--- src/rtl/serial_pkg.sv ---
// serial_pkg -- shared definitions for the byte-stuffing serial link.
// Holds the default FLAG/ESCAPE/ESC_XOR values used by both the escape
// transmitter and the unescaper, plus the unescaper state encoding.
package serial_pkg;

  localparam logic [7:0] FLAG_DEF    = 8'h7e;
  localparam logic [7:0] ESCAPE_DEF  = 8'h7d;
  localparam logic [7:0] ESC_XOR_DEF = 8'h20;

  typedef enum logic [1:0] {
    ST_HUNT = 2'd0,
    ST_IDLE = 2'd1,
    ST_DATA = 2'd2,
    ST_ESC  = 2'd3
  } unescape_state_e;

endpackage

--- src/rtl/serial_unescape.sv ---
// serial_unescape -- removes byte stuffing from a UART byte stream and
// delimits frames on FLAG. Every output is registered and responds one
// mclk after the u_data_strobe that causes it.
// Optional feature: define SERIAL_UNESCAPE_LEN_EN to enable frame-length
// tracking (h_length) and the MAX_LEN overflow abort.
module serial_unescape
  import serial_pkg::*;
#(
  parameter logic [7:0] FLAG    = FLAG_DEF,
  parameter logic [7:0] ESCAPE  = ESCAPE_DEF,
  parameter logic [7:0] ESC_XOR = ESC_XOR_DEF,
  parameter int         MAX_LEN = 1024,
  parameter int         LEN_W   = 11
) (
  input  logic             mclk,
  input  logic             reset,
  input  logic [7:0]       u_data,
  input  logic             u_data_strobe,
  output logic [7:0]       h_data,
  output logic             h_data_strobe,
  output logic             h_frame_start,
  output logic             h_frame_end,
  output logic             h_abort,
  output logic [LEN_W-1:0] h_length
);

  unescape_state_e state_q, state_d;
  logic       in_frame_q, in_frame_d;   // at least one byte emitted this frame
  logic [7:0] data_q, data_d;
  logic       strobe_q, strobe_d;
  logic       start_q, start_d;
  logic       end_q, end_d;
  logic       abort_q, abort_d;
  logic       emit;
  logic [7:0] emit_byte;

`ifdef SERIAL_UNESCAPE_LEN_EN
  localparam logic [LEN_W-1:0] MAX_LEN_C = LEN_W'(MAX_LEN);
  logic [LEN_W-1:0] cnt_q, cnt_d;
  logic [LEN_W-1:0] len_q, len_d;
`endif

  // Next-state and next-output decode for one accepted byte.
  always_comb begin
    // NOTE: every combinational output gets a default first so no path
    // leaves a value unassigned and no latch is inferred.
    state_d    = state_q;
    in_frame_d = in_frame_q;
    data_d     = data_q;
    strobe_d   = 1'b0;
    start_d    = 1'b0;
    end_d      = 1'b0;
    abort_d    = 1'b0;
    emit       = 1'b0;
    emit_byte  = u_data;
`ifdef SERIAL_UNESCAPE_LEN_EN
    cnt_d      = cnt_q;
    len_d      = '0;
`endif

    if (u_data_strobe) begin
      unique case (state_q)
        ST_HUNT: begin
          if (u_data == FLAG) state_d = ST_IDLE;
        end
        ST_IDLE, ST_DATA: begin
          if (u_data == FLAG) begin
            // A FLAG seen in DATA closes a non-empty frame; in IDLE it is an
            // empty frame and produces nothing.
            if (state_q == ST_DATA) begin
              end_d = 1'b1;
`ifdef SERIAL_UNESCAPE_LEN_EN
              len_d = cnt_q;
`endif
            end
            state_d = ST_IDLE;
          end else if (u_data == ESCAPE) begin
            state_d = ST_ESC;
          end else begin
            emit = 1'b1;
          end
        end
        ST_ESC: begin
          if (u_data == FLAG) begin
            abort_d = 1'b1;
            state_d = ST_IDLE;
          end else if (u_data == ESCAPE) begin
            abort_d = 1'b1;
            state_d = ST_HUNT;
          end else begin
            emit      = 1'b1;
            emit_byte = u_data ^ ESC_XOR;
          end
        end
        default: state_d = ST_HUNT;
      endcase

`ifdef SERIAL_UNESCAPE_LEN_EN
      // A byte that would push the frame past MAX_LEN kills the frame.
      if (emit && (cnt_q >= MAX_LEN_C)) begin
        emit    = 1'b0;
        abort_d = 1'b1;
        state_d = ST_HUNT;
      end else if (emit) begin
        cnt_d = cnt_q + LEN_W'(1);
      end
`endif

      if (emit) begin
        data_d     = emit_byte;
        strobe_d   = 1'b1;
        start_d    = !in_frame_q;
        in_frame_d = 1'b1;
        state_d    = ST_DATA;
      end

      // Leaving a frame (back to IDLE or HUNT) forgets its progress.
      if (state_d == ST_IDLE || state_d == ST_HUNT) begin
        in_frame_d = 1'b0;
`ifdef SERIAL_UNESCAPE_LEN_EN
        cnt_d      = '0;
`endif
      end
    end
  end

  // State and registered outputs; reset discards any frame in progress.
  always_ff @(posedge mclk or negedge reset) begin
    if (!reset) begin
      state_q    <= ST_HUNT;
      in_frame_q <= 1'b0;
      data_q     <= '0;
      strobe_q   <= 1'b0;
      start_q    <= 1'b0;
      end_q      <= 1'b0;
      abort_q    <= 1'b0;
    end else begin
      // NOTE: sequential state uses non-blocking assignments so every
      // register samples the pre-edge values computed above.
      state_q    <= state_d;
      in_frame_q <= in_frame_d;
      data_q     <= data_d;
      strobe_q   <= strobe_d;
      start_q    <= start_d;
      end_q      <= end_d;
      abort_q    <= abort_d;
    end
  end

`ifdef SERIAL_UNESCAPE_LEN_EN
  // Byte counter and the length reported alongside h_frame_end.
  always_ff @(posedge mclk or negedge reset) begin
    if (!reset) begin
      cnt_q <= '0;
      len_q <= '0;
    end else begin
      cnt_q <= cnt_d;
      len_q <= len_d;
    end
  end

  assign h_length = len_q;
`else
  assign h_length = '0;
`endif

  assign h_data        = data_q;
  assign h_data_strobe = strobe_q;
  assign h_frame_start = start_q;
  assign h_frame_end   = end_q;
  assign h_abort       = abort_q;

endmodule

--- config.mk ---
export PLATFORM = sky130hd
export DESIGN_NAME = serial_unescape
export DESIGN_NICKNAME = d
export VERILOG_FILES = /design/src/rtl/serial_pkg.sv /design/src/rtl/serial_unescape.sv
export SDC_FILE = /design/constraint.sdc
export NUM_CORES = 1
export LEC_CHECK = 0
export BUFFER_PORTS_ARGS = -buffer_cell sky130_fd_sc_hd__buf_2
export CORE_ASPECT_RATIO = 1.25
export CORE_MARGIN = 3
export CORE_UTILIZATION = 44
export CTS_BUF_LIST = sky130_fd_sc_hd__clkbuf_4
export CTS_CLUSTER_SIZE = 10
export DETAILED_ROUTE_END_ITERATION = 8
export PLACE_DENSITY = 0.77
export SETUP_SLACK_MARGIN = 0.4
export SLEW_MARGIN = 40
export SYNTH_ARGS = -nofsm -noshare
export SYNTH_HDL_FRONTEND = slang
export SYNTH_SLANG_ARGS = --single-unit
--- constraint.sdc ---
create_clock -name mclk -period 1.3 [get_ports mclk]
set_input_delay 0.13 -clock mclk [delete_from_list [all_inputs] [get_ports mclk]]
set_output_delay 0.13 -clock mclk [all_outputs]
set_load 0.005 [all_outputs]
==> results of run 1 <==
==> per-layer routing <==
layer  share of wire  wire, um  track usage
met3           0.047        92       0.0301
met1            0.39       768        0.178
met4          0.0046         9       0.0603
met5               0         0            0
met2            0.55      1080        0.297
==> worst min path at each step <==
stage	start	endpoint	slack, ns	cells past startpoint
floorplan	reset	h_abort	-0.17	0
CTS	u_data[7]	h_data[7]	0.06	3
finish	u_data[7]	h_data[7]	0.07	3
global placement	reset	h_abort	0.04	1
global route	u_data[3]	h_data[3]	0.08	3
detailed placement	reset	state_q[1]	0.06	1
==> state kept, by name (all words and copies together) (netlist names) <==
signal,flops
in_frame_q,1
h_frame_end,1
h_data_strobe,1
h_abort,1
state_q,2
h_frame_start,1
h_data,8
==> report_power, final <==
| part | total, mW | switching, mW | leakage, nW | internal, mW |
|---|---|---|---|---|
| registers | 0.504 | 0.0123 | 0.182 | 0.492 |
| logic | 0.215 | 0.110 | 0.444 | 0.105 |
| clock network | 0.290 | 0.150 | 0.0184 | 0.140 |
==> critical path, cell delays in order (launching register included) <==
cell,delay [ns]
dfrtp_1,0.42
inv_2,0.07
ha_4,0.18
nor2b_4,0.15
o31ai_4,0.12
buf_12,0.17
nand2_2,0.06
nand2_1,0.05
==> cell usage after synthesis (all sizes together) <==
master and n:
a31oi 2, o22ai 1, nand2b 2, nor2 5
o32ai 1, nand2 25, o31ai 1, xnor2 2
o41a 1, ha 3, nor3 1, a21oi 1
dfrtp 15, o31a 1, nor4 1, o21bai 1
a21o 1, inv 7, o21ai 4, nand4b 1
nor2b 1, conb 1, buf 12
==> cells by family after synthesis <==
group                      Yosys count  synth area share
AOI/OAI and AO/OA                   14             0.123
xor gates and xnor gates             2            0.0215
adders and majority gates            3            0.0461
buffers and inverters               19             0.140
DFF                                 15             0.461
other                                1           0.00460
and+or+nand+nor                     36             0.204
==> final cells by class <==
| cell class | count | area share |
|---|---|---|
| Multi-Input combinational cell | 66 | 0.396 |
| Sequential cell | 15 | 0.322 |
| Timing Repair Buffer | 38 | 0.214 |
| Clock buffer | 4 | 0.0258 |
| Inverter | 7 | 0.0226 |
| Tap cell | 18 | 0.0193 |
==> timing repair <==
action,in CTS,in global routing
hold endpoints to repair,15,0
setup buffers,7,5
pin swaps,4,8
resized for setup,7,11
endpoints found under the setup margin,24,27
hold buffers,1,0
==> stage by stage <==
step	hold slack, ns	setup TNS, ns	power [mW]	worst slack (ns)
floorplan	-0.166	0	0.608	0.105
CTS	0.0586	0	0.977	0.0118
global route	0.0837	-0.370	1.06	-0.0550
finish	0.0749	-0.110	1.01	-0.0275
global placement	0.0432	0	0.657	0.0289
detailed placement	0.0562	-0.0882	0.663	-0.0227
==> results.sh, run 1 <==
export IMPL_numCtsBuffers=3
export IMPL_timing_critical_path_to_type="flop"
export IMPL_synth_top_area_cells="dfrtp_1, nand2_1, buf_4, ha_1, inv_1"
export IMPL_final_nets=145
export IMPL_cts_sinks=15
export IMPL_dr_vias=709
export IMPL_antenna_diode_count=0
export IMPL_area_of_the_multi_input_gates_um2=462
export IMPL_critPathArrivalTime_ns=1.50
export IMPL_critical_path_reg2reg_startpoint="state_q[1]"
export IMPL_finish_cell_count_without_fillers=148
export IMPL_clock_latency_late_sink_ns=0.28
export IMPL_cp_endpoint="h_data[2]"
export IMPL_postRouteAntennaNets=0
export IMPL_setup_reg_to_reg_worst_slack_ns=-0.03
export IMPL_syn_inst=90
export IMPL_setup_worst_path_start_class="flop"
export IMPL_cp_startpoint="state_q[1]"
export IMPL_vias_per_cell=4.79
export IMPL_initial_core_util=0.490
export IMPL_failed_checks="negative setup slack"
export IMPL_tritoncts="done"
export IMPL_htree_levels=1
export IMPL_clock_tree_root_buffer_cell="clkbuf_4"
export IMPL_layout_cells_most_common_list="buf_2, nand2_1, dfrtp_1, buf_4, conb_1"
export IMPL_finish_utilization=0.701
export IMPL_shortest_period_the_worst_path_allows_ns=1.33
export IMPL_ratio_of_total_power_to_cell_area_nw_per_um2=866
export IMPL_clk_transition_reported_paths_ns=0.09
export IMPL_hold_path_class="in2reg"
export IMPL_unrepaired_setup_endpoints_after_global_routing="true"
export IMPL_hpwl_mm=1.33
export IMPL_timing_final_ws_setup_ns=-0.0275
export IMPL_gr_total_overflow=0
export IMPL_detail_route_wirelength_mm=1.95
export IMPL_number_of_maximum_capacitance_constraint_violations=0
export IMPL_vias_in_the_first_global_route=682
export IMPL_first_pass_grt_wire_length_mm=2.85
export IMPL_largest_vdd_supply_drop_mv=0.651
export IMPL_setup_viol_count_final=7
export IMPL_die_area_um2=2410
export IMPL_core_area_um2=1660
export IMPL_die_w_um=44.5
export IMPL_static_leak_nw=0.644
export IMPL_setup_worst_path_class="reg2reg"
export IMPL_flow_area_growth_from_synthesis_pct=43.0
export IMPL_finalClockSkew_ns=0.00430
export IMPL_detailedRoute_firstPassIterationCount=4
export IMPL_synth_top_cell_by_area="dfrtp_1"
export IMPL_postPlaceCellArea_um2=977
export IMPL_slew_viol_final=0
export IMPL_synth_largest_type_area_fraction=0.461
export IMPL_cts_buffer_depth=2
export IMPL_synth_yosys_warnings=0
export IMPL_place_detailed_instances=131
export IMPL_post_route_period_util=1.02
export IMPL_fill_cells=128
export IMPL_fp_dieH_um=54.1
export IMPL_grt_antenna_before_repair=0
export IMPL_fmax_mhz=753
export IMPL_gp_congestion=0.859
export IMPL_final_layout_size_suffix_gt1_frac=0.508
export IMPL_yosysSeqAreaShare=0.461
export IMPL_syn_avg_cell_area_um2=9.05
export IMPL_synthDistinctLibCells=25
export IMPL_sequential_cell_area_um2=375
export IMPL_worst_ep_required_time_ns=1.48
export IMPL_drt_wirelength_per_cell_um=13.2
export IMPL_run_status="finished with violations"
export IMPL_netlist_area_um2=815
export IMPL_io_pins=34
export IMPL_postLayoutCellArea_um2=1160
export IMPL_finalHoldViolCount=0
export IMPL_detail_route_iter0_violations=11
export IMPL_portBuffers=22
export IMPL_fp_row_count=16
export IMPL_layout_cells_most_common="buf_2"
export IMPL_cp_max_fo=8
export IMPL_grt_start_max_net_pins=16
export IMPL_detail_route_drc_violations=0
export IMPL_yosys_register_bits=15
export IMPL_timing_rr_end="h_data[2]"
export IMPL_worst_reg2reg_path_depth=7
export IMPL_grt_util_all_layers=0.161
Power figures use the tool's default switching activity.
==> inputs of run 2 (changes only) <==
- ABC_AREA: not set -> 1
- CORE_MARGIN: 3 -> not set
- HOLD_SLACK_MARGIN: not set -> 0.12
==> results.sh, run 2 <==
export IMPL_critical_path_top_delay_family="simple AND/OR/NAND/NOR gates"
export IMPL_core_area_um2=1770
export IMPL_synth_edff_count=0
export IMPL_number_of_maximum_capacitance_constraint_violations=0
export IMPL_critical_path_reg2reg_startpoint="state_q[1]"
export IMPL_numCtsBuffers=3
export IMPL_slew_viol_final=0
export IMPL_cp_max_fo=3
export IMPL_dr_vias=729
export IMPL_die_area_um2=2070
export IMPL_hpwl_mm=1.12
export IMPL_buffers_plus_inverters_on_the_worst_setup_path=1
export IMPL_synth_async_reset_ratio=1.00
export IMPL_vias_per_cell=4.73
export IMPL_failed_checks="negative setup slack"
export IMPL_setup_viol_count_final=2
export IMPL_final_nets=150
export IMPL_grt_start_max_net_pins=16
export IMPL_netlist_area_um2=833
export IMPL_clk_transition_reported_paths_ns=0.09
export IMPL_timing_hold_ws_ns=0.112
export IMPL_postRouteAntennaNets=0
export IMPL_post_route_period_util=1.03
export IMPL_synth_largest_type_area_fraction=0.450
export IMPL_run_status="finished with violations"
export IMPL_unrepaired_setup_endpoints_after_global_routing="true"
export IMPL_grt_util_all_layers=0.187
export IMPL_fmax_mhz=747
export IMPL_worst_path_max_delay_cell="dfrtp_2"
export IMPL_first_pass_grt_wire_length_mm=2.64
export IMPL_grt_antenna_before_repair=0
export IMPL_detail_route_drc_violations=0
export IMPL_finalHoldViolCount=0
export IMPL_path_common_cell="nand2_1"
export IMPL_setup_worst_path_class="reg2reg"
export IMPL_finalClockSkew_ns=0.00463
export IMPL_shortest_period_the_worst_path_allows_ns=1.34
export IMPL_vias_in_the_first_global_route=659
export IMPL_tritoncts="done"
export IMPL_worst_ep_required_time_ns=1.48
export IMPL_syn_inst=94
export IMPL_hold_path_class="in2reg"
export IMPL_gr_total_overflow=0
export IMPL_gp_congestion=0.916
export IMPL_final_layout_size_suffix_gt1_frac=0.452
export IMPL_holdPathEnd="h_data[1]"
export IMPL_static_leak_nw=0.663
export IMPL_finish_utilization=0.675
export IMPL_yosysSeqAreaShare=0.450
export IMPL_fp_dieH_um=50.7
export IMPL_cts_sinks=15
export IMPL_synth_yosys_warnings=0
export IMPL_detail_route_wirelength_mm=1.84
export IMPL_detailedRoute_firstPassIterationCount=4
export IMPL_syn_avg_cell_area_um2=8.86
export IMPL_io_pins=34
export IMPL_die_w_um=40.9
export IMPL_synth_top_flop_cell="dfrtp_1"
export IMPL_timing_critical_path_to_type="flop"
export IMPL_largest_reg_flops=8
export IMPL_antenna_diode_count=0
export IMPL_yosys_register_bits=15
export IMPL_drt_wirelength_per_cell_um=11.9
export IMPL_timing_final_ws_setup_ns=-0.0388
export IMPL_path_cells="inv_2 > ha_4 > nor2_1 > nand2_1 > nand3_2 > nand2_1 > nand2_1 > nand2_1"
export IMPL_initial_core_util=0.472
export IMPL_worst_reg2reg_path_depth=8
export IMPL_fp_row_count=17
export IMPL_min_path_cells=3
export IMPL_hold_path_startpoint="u_data[1]"
export IMPL_critPathArrivalTime_ns=1.52
export IMPL_setup_worst_path_start_class="flop"
export IMPL_yosys_cell_count_top_type="nand2_1"
export IMPL_ratio_of_total_power_to_cell_area_nw_per_um2=1160
export IMPL_detail_route_iter0_violations=19
export IMPL_cts_buffer_depth=2
export IMPL_portBuffers=22
export IMPL_synth_top_cell_by_area="dfrtp_1"
export IMPL_clock_tree_root_buffer_cell="clkbuf_4"
export IMPL_worst_path_largest_cell_delay_ns=0.45
export IMPL_preCtsSetupSlack_ns=0.0522
export IMPL_synth_top_area_cells="dfrtp_1, nand2_1, buf_4, ha_1, o21ai_2"
export IMPL_layout_cells_most_common="nand2_1"
export IMPL_setup_reg_to_reg_worst_slack_ns=-0.04
export IMPL_htree_levels=1
export IMPL_synth_top_cells_by_count="nand2_1, dfrtp_1, buf_4, inv_1, nor2_1"
export IMPL_flow_area_growth_from_synthesis_pct=43.1
export IMPL_clock_latency_late_sink_ns=0.29
export IMPL_synthDistinctLibCells=23
export IMPL_timing_rr_end="state_q[1]"
export IMPL_layout_cells_most_common_list="nand2_1, buf_2, dfrtp_1, conb_1, dlygate4sd3_1"
export IMPL_largest_vdd_supply_drop_mv=0.627
## run 2: final cells by class
| type | count | area [um^2] |
|---|---|---|
| Multi-Input combinational cell | 69 | 437 |
| Inverter | 8 | 40.0 |
| Fill cell | 140 | 573 |
| Timing Repair Buffer | 39 | 285 |
| Tap cell | 19 | 23.8 |
| Clock buffer | 4 | 30.0 |
| Sequential cell | 15 | 377 |
## run 2: worst reg2reg max path: stages (launching register included)
cell,delay (ns)
dfrtp_2,0.45
inv_2,0.09
ha_4,0.20
nor2_1,0.12
nand2_1,0.11
nand3_2,0.10
nand2_1,0.06
nand2_1,0.06
nand2_1,0.05
## run 2: cells by family (layout without fill, tap and decap cells)
logic type	Yosys count	in the layout	synth area share
simple gates	48	48	0.284
other cells	1	11	0.00450
flops	15	15	0.450
fa+ha+maj	3	3	0.0450
compound gates	6	6	0.0540
buf+inv	20	51	0.152
xor+xnor	1	1	0.0105
## run 2: power breakdown
part           internal, mW  switching (mW)  total (mW)
Sequential            0.553          0.0501       0.603
Combinational         0.241           0.246       0.487
Clock                 0.140           0.151       0.291
Total                 0.934           0.447        1.38
## run 2: timing repair
action | 4_1_cts | 5_1_grt
setup buffers | 3 | 5
gates resized for setup | 6 | 15
pin swaps | 5 | 6
hold endpoints to repair | 22 | 0
endpoints found under the setup margin | 24 | 27
hold buffers | 8 | 0
## run 2: per-stage QoR
stage	total power, mW	cells	TNS [ns]	area [um^2]
finish	1.38	154	-0.0470	1190
global route	1.48	154	-0.491	1190
CTS	1.28	149	0	1080
detailed placement	0.943	134	0	931
global placement	0.932	134	0	931
floorplan	0.838	104	0	883
## run 2: worst max path at each step
stage               slack [ns]        from    endpoint  cells past startpoint
finish                   -0.04  state_q[1]  state_q[1]                      8
global route             -0.14  state_q[1]  state_q[1]                      8
CTS                       0.08  state_q[1]  state_q[1]                      8
detailed placement        0.05  state_q[1]   h_data[5]                      8
global placement          0.09  state_q[1]   h_data[5]                      8
floorplan                 0.03  state_q[1]   h_data[2]                      9
## run 2: layer usage
metal | track usage | wire length (um)
met5 | 0 | 0
met4 | 0.122 | 49
met3 | 0.0310 | 80
met2 | 0.318 | 996
met1 | 0.191 | 708
